$ cat src/rtl/cmd_rcv_pkg.sv
// Shared types and constants for the SUMP command receiver.
package cmd_rcv_pkg;

  localparam int CMD_LONG_BIT      = 7;
  localparam int CMD_PAYLOAD_BYTES = 4;
  localparam int CMD_BCNT_W        = $clog2(CMD_PAYLOAD_BYTES);

  typedef enum logic {IDLE = 1'b0, PAYLOAD = 1'b1} cmd_rcv_state_t;
  typedef logic [31:0]           cmd_payload_t;
  typedef logic [CMD_BCNT_W-1:0] cmd_bcnt_t;

  localparam cmd_bcnt_t CMD_LAST_BYTE = cmd_bcnt_t'(CMD_PAYLOAD_BYTES - 1);

  // Payload is little-endian: byte k lands at bits [8k+7:8k].
  function automatic cmd_payload_t put_byte(cmd_payload_t word, cmd_bcnt_t idx, logic [7:0] b);
    cmd_payload_t w;
    w = word;
    w[{idx, 3'b000} +: 8] = b;
    return w;
  endfunction

endpackage

$ cat src/rtl/cmd_rcv_if.sv
// Byte-stream input and strobed command output of the command receiver.
interface cmd_rcv_if;
  import cmd_rcv_pkg::*;

  logic         rx_stb_i;
  logic [7:0]   rx_dat_i;
  logic         stb_o;
  logic [7:0]   opc_o;
  cmd_payload_t cmd_o;
  logic         busy_o;
  logic         err_o;

  modport master (
    output rx_stb_i, rx_dat_i,
    input  stb_o, opc_o, cmd_o, busy_o, err_o
  );

  modport slave (
    input  rx_stb_i, rx_dat_i,
    output stb_o, opc_o, cmd_o, busy_o, err_o
  );

endinterface

$ cat src/rtl/tmo_cnt.sv
// Saturating inactivity counter; expired is high once TIMEOUT_CYCLES-1 idle cycles are counted.
module tmo_cnt #(
  parameter int TIMEOUT_CYCLES = 100000
) (
  input  logic clk_i,
  input  logic rst_in,
  input  logic clr,
  input  logic en,
  output logic expired
);

  localparam int CW = $clog2(TIMEOUT_CYCLES);
  localparam logic [CW-1:0] CNT_EXP = CW'(TIMEOUT_CYCLES - 1);
  localparam logic [CW-1:0] CNT_SAT = {CW{1'b1}};

  logic [CW-1:0] cnt_r;

  // Count enabled idle cycles, holding at all-ones instead of wrapping.
  always_ff @(posedge clk_i or negedge rst_in) begin
    if (!rst_in) begin
      cnt_r <= {CW{1'b0}};
    end else if (clr) begin
      cnt_r <= {CW{1'b0}};
    end else if (en && (cnt_r != CNT_SAT)) begin
      cnt_r <= cnt_r + 1'b1;
    end
  end

  assign expired = (cnt_r >= CNT_EXP);

endmodule

$ cat src/rtl/cmd_rcv.sv
// Assembles short (1-byte) and long (opcode + 4 payload bytes) SUMP commands
// and presents each as a single strobe; stale partial long commands are dropped.
module cmd_rcv
  import cmd_rcv_pkg::*;
#(
  parameter int TIMEOUT_CYCLES = 100000
) (
  input  logic     clk_i,
  input  logic     rst_in,
  cmd_rcv_if.slave bus
);

  cmd_rcv_state_t state_r, state_s;
  cmd_bcnt_t      bcnt_r, bcnt_s;
  logic [7:0]     opc_lat_r, opc_lat_s;
  cmd_payload_t   shadow_r, shadow_s;
  logic           stb_r, stb_s;
  logic [7:0]     opc_r, opc_s;
  cmd_payload_t   cmd_r, cmd_s;
  logic           busy_r;
  logic           err_r, err_s;
  logic           tmo_clr_s, tmo_en_s, tmo_exp_s;

  tmo_cnt #(.TIMEOUT_CYCLES(TIMEOUT_CYCLES)) u_tmo (
    .clk_i   (clk_i),
    .rst_in  (rst_in),
    .clr     (tmo_clr_s),
    .en      (tmo_en_s),
    .expired (tmo_exp_s)
  );

  // Next-state and next-output logic; an arriving byte always wins over expiry.
  always_comb begin
    state_s   = state_r;
    bcnt_s    = bcnt_r;
    opc_lat_s = opc_lat_r;
    shadow_s  = shadow_r;
    stb_s     = 1'b0;
    err_s     = 1'b0;
    opc_s     = opc_r;
    cmd_s     = cmd_r;
    tmo_clr_s = 1'b1;
    tmo_en_s  = 1'b0;
    case (state_r)
      IDLE: begin
        if (bus.rx_stb_i) begin
          if (bus.rx_dat_i[CMD_LONG_BIT]) begin
            opc_lat_s = bus.rx_dat_i;
            bcnt_s    = '0;
            shadow_s  = 32'h0000_0000;
            state_s   = PAYLOAD;
          end else begin
            stb_s = 1'b1;
            opc_s = bus.rx_dat_i;
            cmd_s = 32'h0000_0000;
          end
        end else begin
          state_s = IDLE;
        end
      end
      PAYLOAD: begin
        if (bus.rx_stb_i) begin
          shadow_s = put_byte(shadow_r, bcnt_r, bus.rx_dat_i);
          if (bcnt_r == CMD_LAST_BYTE) begin
            stb_s   = 1'b1;
            opc_s   = opc_lat_r;
            cmd_s   = shadow_s;
            bcnt_s  = '0;
            state_s = IDLE;
          end else begin
            bcnt_s = bcnt_r + 1'b1;
          end
        end else if (tmo_exp_s) begin
          err_s   = 1'b1;
          state_s = IDLE;
        end else begin
          tmo_clr_s = 1'b0;
          tmo_en_s  = 1'b1;
        end
      end
      default: begin
        state_s = IDLE;
      end
    endcase
  end

  // State, assembly and output registers.
  always_ff @(posedge clk_i or negedge rst_in) begin
    if (!rst_in) begin
      state_r   <= IDLE;
      bcnt_r    <= '0;
      opc_lat_r <= 8'h00;
      shadow_r  <= 32'h0000_0000;
      stb_r     <= 1'b0;
      opc_r     <= 8'h00;
      cmd_r     <= 32'h0000_0000;
      busy_r    <= 1'b0;
      err_r     <= 1'b0;
    end else begin
      state_r   <= state_s;
      bcnt_r    <= bcnt_s;
      opc_lat_r <= opc_lat_s;
      shadow_r  <= shadow_s;
      stb_r     <= stb_s;
      opc_r     <= opc_s;
      cmd_r     <= cmd_s;
      busy_r    <= (state_s == PAYLOAD);
      err_r     <= err_s;
    end
  end

  assign bus.stb_o  = stb_r;
  assign bus.opc_o  = opc_r;
  assign bus.cmd_o  = cmd_r;
  assign bus.busy_o = busy_r;
  assign bus.err_o  = err_r;

endmodule
$ cat src/flat_wrapper.sv
// flat-port wrapper written by rule: the top's interface ports become plain ports
module cmd_rcv_flat import cmd_rcv_pkg::*;
#(
  parameter int TIMEOUT_CYCLES = 100000
)
  (clk_i, rst_in, bus_rx_stb_i, bus_rx_dat_i, bus_stb_o, bus_opc_o, bus_cmd_o, bus_busy_o, bus_err_o);
  cmd_rcv_if bus_i ();
  input  logic clk_i;
  input  logic rst_in;
  input wire logic [$bits(bus_i.rx_stb_i)-1:0] bus_rx_stb_i;
  input wire logic [$bits(bus_i.rx_dat_i)-1:0] bus_rx_dat_i;
  output wire logic [$bits(bus_i.stb_o)-1:0] bus_stb_o;
  output wire logic [$bits(bus_i.opc_o)-1:0] bus_opc_o;
  output wire logic [$bits(bus_i.cmd_o)-1:0] bus_cmd_o;
  output wire logic [$bits(bus_i.busy_o)-1:0] bus_busy_o;
  output wire logic [$bits(bus_i.err_o)-1:0] bus_err_o;
  assign bus_i.rx_stb_i = bus_rx_stb_i;
  assign bus_i.rx_dat_i = bus_rx_dat_i;
  assign bus_stb_o = bus_i.stb_o;
  assign bus_opc_o = bus_i.opc_o;
  assign bus_cmd_o = bus_i.cmd_o;
  assign bus_busy_o = bus_i.busy_o;
  assign bus_err_o = bus_i.err_o;
  cmd_rcv #(.TIMEOUT_CYCLES(TIMEOUT_CYCLES)) u_core (.clk_i(clk_i), .rst_in(rst_in), .bus(bus_i));
endmodule
$ cat config.mk
export PLATFORM = sky130hd
export DESIGN_NAME = cmd_rcv_flat
export DESIGN_NICKNAME = d
export VERILOG_FILES = /design/src/rtl/cmd_rcv_pkg.sv /design/src/rtl/cmd_rcv_if.sv /design/src/rtl/tmo_cnt.sv /design/src/rtl/cmd_rcv.sv /design/src/flat_wrapper.sv
export SDC_FILE = /design/constraint.sdc
export NUM_CORES = 1
export LEC_CHECK = 0
export CORE_ASPECT_RATIO = 0.5
export CORE_MARGIN = 4
export CORE_UTILIZATION = 60
export CTS_BUF_LIST = sky130_fd_sc_hd__clkbuf_4 sky130_fd_sc_hd__clkbuf_8
export DETAILED_ROUTE_END_ITERATION = 10
export PLACE_DENSITY = 0.91
export RECOVER_POWER = 100
export SETUP_SLACK_MARGIN = 0.05
export SYNTH_ARGS = -nofsm -noshare
export SYNTH_HDL_FRONTEND = slang
export SYNTH_SLANG_ARGS = --single-unit
$ cat constraint.sdc
create_clock -name clk_i -period 4.1 [get_ports clk_i]
set_input_delay 0.41 -clock clk_i [delete_from_list [all_inputs] [get_ports clk_i]]
set_output_delay 0.41 -clock clk_i [all_outputs]
set_load 0.005 [all_outputs]
* Yosys cells after proc, flatten, opt, wreduce, memory -nomap -nowiden
Index checks and enable logic that the tools add are counted.
** Storage, ports and cells
- Register bits after elaboration :: 102
- Latch bits :: 0
- RAM bits :: 0
- ROM bits :: 0
- Bits of input ports :: 11
- Output and inout bits :: 43
- Word-level logic and storage cells :: 68
- Memories kept :: 0
** Cells by class
- Add/sub/neg operators :: 3
- Multiply operators :: 0
- Divide/modulo/power cells :: 0
- Magnitude comparators :: 1
- Equality and inequality tests :: 7
- Shifts and indexed selects :: 2
- Muxes and demuxes :: 40
- Bitwise gates (word level) :: 1
- Reduce and logical (&&, ||, !) cells :: 5
** Operator list (count)
- $mux W32 :: 7
- $pmux W32 S2 :: 2
- $mux W17 :: 2
- $bwmux W32 :: 1
- $mux W8 :: 4
- $shift A8 B7 Y32 const A :: 1
- $shiftx A8 B7 Y32 :: 1
- $add A17 B1 Y17 const B :: 1
- $ge A17 B17 Y1 const B :: 1
- $ne A17 B17 Y1 const B :: 1
- $mux W1 :: 16
- $pmux W8 S2 :: 1
- $ne A2 B2 Y1 const B :: 5
- $mux W2 :: 4
- $neg A5 Y7 :: 1
- $reduce_and A3 Y1 :: 2
- $pmux W1 S2 :: 2
- $pmux W2 S2 :: 1
- $reduce_and A4 Y1 :: 1
- $add A2 B1 Y2 const B :: 1
- $eq A2 B2 Y1 const B :: 1
- $reduce_bool A2 Y1 :: 1
- $logic_and A1 B1 Y1 :: 1
- $not A1 Y1 :: 1

* Longest topological paths before layout
- Depth in word-level cells :: 7
- Gate-level depth with buffers :: 9
- Mapped depth without buffers :: 8

* Modules after synthesis
From an unflattened synthesis, not the netlist that was laid out.
** Second synthesis, totals
- Cell total of the unflattened synthesis :: 398
- Area total of the unflattened synthesis :: 4775.8 µm²
** Modules (own cells, without submodules)
- cmd_rcv :: times used 1, cells an instance 299, area each 3836.2 µm², seq. area each 2127.0 µm²
- tmo_cnt :: times used 1, cells an instance 99, area each 939.7 µm², seq. area each 425.4 µm²

* Worst setup path after synthesis
OpenSTA, ideal clock, no wires.
- Path kind :: flip-flop to flip-flop
- From :: reg u_core.u_tmo.cnt_r[11]
- To :: reg u_core.u_tmo.cnt_r[15]
- Setup time :: 0.076 ns
- Arrival time :: 1.983 ns
- Data required time :: 4.024 ns
- Path slack :: 2.041 ns
- Stages on the path, launching flop included :: 10
- Buffers on the path :: 1
- Period minus slack after synthesis :: 2.059 ns
- Path through :: dfrtp_1 > and3_1 > nand3_2 > nor4_1 > ha_1 > buf_6 > and3b_2 > nand3_1 > or4_4 > a21oi_2
** On the way
- Word-level cells in the longest chain between the ends :: 6
- Elaborated cells between the ends (all ways) :: 13
- Those cells by class :: 1 x add/sub; 1 x order compare; 1 x eq/ne; 8 x mux; 2 x reduce/logical
** Ends and longest elaborated chain
- start, declared :: RTL line tmo_cnt.sv:16 : logic [CW-1:0] cnt_r;
- start signal, assigned :: RTL line tmo_cnt.sv:21 : cnt_r <= {CW{1'b0}};
- start signal, assigned :: RTL line tmo_cnt.sv:23 : cnt_r <= {CW{1'b0}};
- start signal, assigned :: RTL line tmo_cnt.sv:25 : cnt_r <= cnt_r + 1'b1;
- $ge A17 B17 Y1 :: RTL line tmo_cnt.sv:29 : assign expired = (cnt_r >= CNT_EXP);
- $mux W1 :: RTL line cmd_rcv.sv:73 : end else if (tmo_exp_s) begin
- $mux W1 :: RTL line cmd_rcv.sv:62 : if (bus.rx_stb_i) begin
- $mux W1 :: RTL line cmd_rcv.sv:44 : case (state_r)
- $logic_and A1 B1 Y1 :: RTL line tmo_cnt.sv:24 : end else if (en && (cnt_r != CNT_SAT)) begin
- $reduce_bool A2 Y1 (no line)
Parallel ways exist; a longest one is shown, timed or not. The select of a mux whose other input is x is not followed.
A chain may end at the register's enable or synchronous reset.

* Worst setup path in the final report
- From :: reg u_core.state_r
- To :: reg u_core.opc_lat_r[1]
** On the way
- Word-level cells in the longest chain between the ends :: 2
** Ends and longest elaborated chain
- start, declared :: RTL line cmd_rcv.sv:13 : cmd_rcv_state_t state_r, state_s;
- start signal, assigned :: RTL line cmd_rcv.sv:100 : state_r <= state_s;
- $not A1 Y1 (no line)
- $reduce_and A3 Y1 (no line)
- end signal, assigned :: RTL line cmd_rcv.sv:102 : opc_lat_r <= opc_lat_s;
- end, declared :: RTL line cmd_rcv.sv:15 : logic [7:0] opc_lat_r, opc_lat_s;
Every way passes these cells.

==> qor.log <==
INFO  floorplanning  core-area=0.00754mm2
INFO  power          power.share.sequential=0.469
INFO  drt            route.final.wire_length=10.1mm
INFO  place          routabilityCongestion=0.819
INFO  setup_path     critical_path_buf_inv_count=1
INFO  floorplanning  io_pins=54
INFO  synthesis      syn_nets=473
INFO  sta            max_freq=0.342GHz
INFO  sta            setup_clock_skew_after_layout=0.0132ns
INFO  floorplanning  die_width=134um
INFO  floorplanning  initial_utilization=0.635
INFO  run_status     outcome=finished with violations
INFO  setup_path     critPathSlowestCell=sky130_fd_sc_hd__clkbuf_1
INFO  sta            setup_viol=0
INFO  final_layout   post-route-util=0.738
INFO  power          p_clk_frac=0.260
INFO  global_route   grt_start_max_net_pins=78
INFO  drt            route.detailed.drc=0
INFO  min_path       worstHoldEndpoint=u_core.shadow_r[28]
INFO  final_layout   n_antenna_cell=0
INFO  power          internal-power=1.93mW
INFO  sta            fin_setup_tns=0ns
INFO  global_route   first_global_vias=3,528
INFO  setup_path     cells_along_the_critical_path=clkbuf_1, nand3b_1, mux2_2
INFO  job            max_cap_violations=4
INFO  sta            timing.max_slew.rel_slack=-0.232
INFO  cts            cts.sink_count=102
INFO  drt            antenna_violating_nets_post_route=0
INFO  synthesis      post_synth_edffs=0
INFO  floorplanning  die_h=71.2um
INFO  synthesis      synthesis.instances=454
INFO  synthesis      syn_area_per_cell=10.6um2
INFO  power          switching_share=0.318
INFO  cts            cts_hold_repair.buffers=0
INFO  cts            post_cts_buffers=0
INFO  setup_path     cp.arrival=3.18ns
INFO  global_route   grt_antenna_before_repair=0
INFO  synthesis      ys_ff_latch=102
INFO  final_layout   layout.cells.most_common=sky130_fd_sc_hd__dfrtp_1
INFO  global_route   grt.overflow.total=0
INFO  setup_path     critical_path.max_stage_delay=1.15ns
INFO  drt            avgViaCountPerCell=5.73
INFO  cts            clock_tree.htree_level_count=3
INFO  min_path       worstHoldStart=u_core.shadow_r[28]
INFO  sta            finalCriticalPeriod=2.92ns
INFO  cts            cts_tree=built
INFO  final_layout   final_net_count=516
INFO  synthesis      ys_dominant_reg_cell=sky130_fd_sc_hd__dfrtp_1
INFO  setup_path     cp.required=4.36ns
INFO  final_layout   layout-drive-gt1-share=0.108
INFO  power          power.leakage=2.52nW
INFO  floorplanning  design.die.area=0.00957mm2
INFO  synthesis      synthArstFlopShare=1.00
INFO  setup_path     cp-start-kind=flip-flop
INFO  min_path       hp-class=reg2reg
INFO  power          net-switching-power=0.896mW
INFO  synthesis      seq_area_frac_synth=0.533
INFO  power          fin_total_pwr=2.82mW
INFO  sta            number_of_max_slew_violations_in_the_final_report=115
INFO  synthesis      post_synth_num_cell_types=44
INFO  setup_path     critical_path.max_fanout=31
INFO  power          share_comb_of_total_power=0.271
INFO  cts            insertion_delay=0.38ns
INFO  run_status     violations=capacitance limit, slew limit
INFO  synthesis      synth_warnings=0
INFO  setup_path     r2r.worst_path.cells=3
INFO  cts            clk_root_buffer_cell=sky130_fd_sc_hd__clkbuf_8
INFO  sta            worstMarginPinSlew=1.85ns
INFO  setup_path     worst_r2r_endpoint=u_core.opc_lat_r[1]
INFO  place          place.detailed.hpwl=6.68mm
INFO  place          io_buffer_count=53
INFO  global_route   grt_first_pass_wirelength=17.3mm
INFO  cts            post_cts_resized=0
INFO  cts            cts.path.max_buffers=2
INFO  setup_path     setup.reg_to_reg.worst_slack=1.18ns
INFO  sta            finalHoldWorstSlack=0.480ns
INFO  drt            route.vias.total=3,493
INFO  drt            avgRoutedWirePerCell=16.5um
INFO  setup_path     crit_family=buffers and inverters
INFO  setup_path     timing.rr.start=u_core.state_r
INFO  final_layout   stdcell_count=610
INFO  drt            drtPass1Iterations=4
INFO  power          ir_worst_vdd=0.305mV
INFO  min_path       worst_hold_path.num_cells=2
INFO  power          p_per_area=507mW/mm2
INFO  setup_path     cp-end-kind=flip-flop
INFO  global_route   grt.total_usage=0.227
INFO  sta            finalHoldViolations=0
INFO  sta            rsz0062_at_grt=false
INFO  cts            cts_buffers=9
INFO  cts            clk_pin_slew=0.10ns
INFO  final_layout   area.growth.synth_to_final=16.2%
INFO  final_layout   final_cell_mix=sky130_fd_sc_hd__dfrtp_1, sky130_fd_sc_hd__nand2_1, sky130_fd_sc_hd__o21ai_0
INFO  setup_path     crit_path_category=reg2reg
INFO  place          place_inst=594
INFO  drt            detail_route.iter0.violations=326
INFO  floorplanning  rows=22
INFO  sta            fin_crit_sh=0.713
INFO  synthesis      synth.cell_area=0.00479mm2
## sequential cells by signal, indices dropped and copies added, names as in the netlist
name and count:
u_core.shadow_r 32, u_core.bus.opc_o 8, u_core.state_r 1, u_core.bcnt_r 2, u_core.bus.cmd_o 32, u_core.opc_lat_r 8, u_core.bus.stb_o 1, u_core.u_tmo.cnt_r 17
u_core.bus.err_o 1
## area by class of cell
cell class,instances,area (um2)
Sequential cell,102,2550
Multi-Input combinational cell,317,2060
Fill cell,552,1980
Timing Repair Buffer,58,552
Clock buffer,11,145
Tap cell,108,135
Clock inverter,5,90.1
Inverter,9,33.8
## worst max path at each step
| stage | from | endpoint | slack (ns) | cells past startpoint |
|---|---|---|---|---|
| after floorplan | u_core.u_tmo.cnt_r[11] | u_core.u_tmo.cnt_r[15] | 2.04 | 9 |
| after global placement | bus_rx_stb_i | u_core.u_tmo.cnt_r[15] | 1.53 | 4 |
| after detailed placement | bus_rx_stb_i | u_core.u_tmo.cnt_r[15] | 1.48 | 4 |
| after CTS | u_core.bcnt_r[0] | u_core.bus.cmd_o[5] | 1.46 | 6 |
| after global routing | rst_in | u_core.shadow_r[7] | 0.96 | 2 |
| final | u_core.state_r | u_core.opc_lat_r[1] | 1.18 | 3 |
## logic make-up after synthesis
| group | synth area share |
|---|---|
| mux | 0.0588 |
| simple gates | 0.176 |
| compound gates | 0.150 |
| buf+inv | 0.0358 |
| fa+ha+maj | 0.0209 |
| xor+xnor | 0.0256 |
| flops | 0.533 |
## worst min-delay path: stages (launching register included)
cell and delay, ns:
sky130_fd_sc_hd__dfrtp_1 0.35, sky130_fd_sc_hd__nand2_1 0.04, sky130_fd_sc_hd__o21ai_0 0.06
## stage by stage
stage	setup WS [ns]	instance area, um2
final	1.18	5570
after global routing	0.961	5570
after detailed placement	1.48	5370
after CTS	1.46	5600
after global placement	1.53	5370
after floorplan	2.04	4790
## power by group through the flow
stage / registers (mW) / clock network [mW] / logic [mW]
detailed placement: 1.34 / 0 / 0.798
CTS: 1.33 / 0.740 / 0.806
global placement: 1.34 / 0 / 0.777
finish: 1.32 / 0.734 / 0.765
floorplan: 1.31 / 0 / 0.503
global route: 1.35 / 0.787 / 0.855
## synth_stat cells (2+ instances only)
master / number / share of area
sky130_fd_sc_hd__a21oi_1: 18 / 0.019
sky130_fd_sc_hd__a22o_1: 25 / 0.046
sky130_fd_sc_hd__and2_1: 2 / 0.0026
sky130_fd_sc_hd__buf_2: 8 / 0.0084
sky130_fd_sc_hd__buf_6: 4 / 0.0094
sky130_fd_sc_hd__clkbuf_1: 14 / 0.011
sky130_fd_sc_hd__dfrtp_1: 102 / 0.53
sky130_fd_sc_hd__ha_1: 8 / 0.021
sky130_fd_sc_hd__inv_1: 9 / 0.0071
sky130_fd_sc_hd__mux2_2: 17 / 0.040
sky130_fd_sc_hd__mux2i_1: 9 / 0.019
sky130_fd_sc_hd__nand2_1: 74 / 0.058
sky130_fd_sc_hd__nand2b_1: 8 / 0.010
sky130_fd_sc_hd__nand3_1: 6 / 0.0063
sky130_fd_sc_hd__nand3b_1: 4 / 0.0063
sky130_fd_sc_hd__nand4_1: 3 / 0.0039
sky130_fd_sc_hd__nor2_1: 8 / 0.0063
sky130_fd_sc_hd__nor2_2: 9 / 0.012
sky130_fd_sc_hd__nor2b_1: 30 / 0.039
sky130_fd_sc_hd__nor3_1: 2 / 0.0021
sky130_fd_sc_hd__nor4_1: 5 / 0.0065
sky130_fd_sc_hd__nor4bb_1: 3 / 0.0063
sky130_fd_sc_hd__o21ai_0: 53 / 0.055
sky130_fd_sc_hd__xnor2_1: 10 / 0.018
sky130_fd_sc_hd__xor2_1: 4 / 0.0073
## per-layer routing
metal,track usage,vias to the layer above,part of all wire
li1,-,1648,-
met1,0.312,1735,0.45
met2,0.356,95,0.48
met3,0.0589,15,0.053
met4,0.0779,0,0.014
met5,0,-,0
Note: power is estimated with default switching activity, not from simulation.
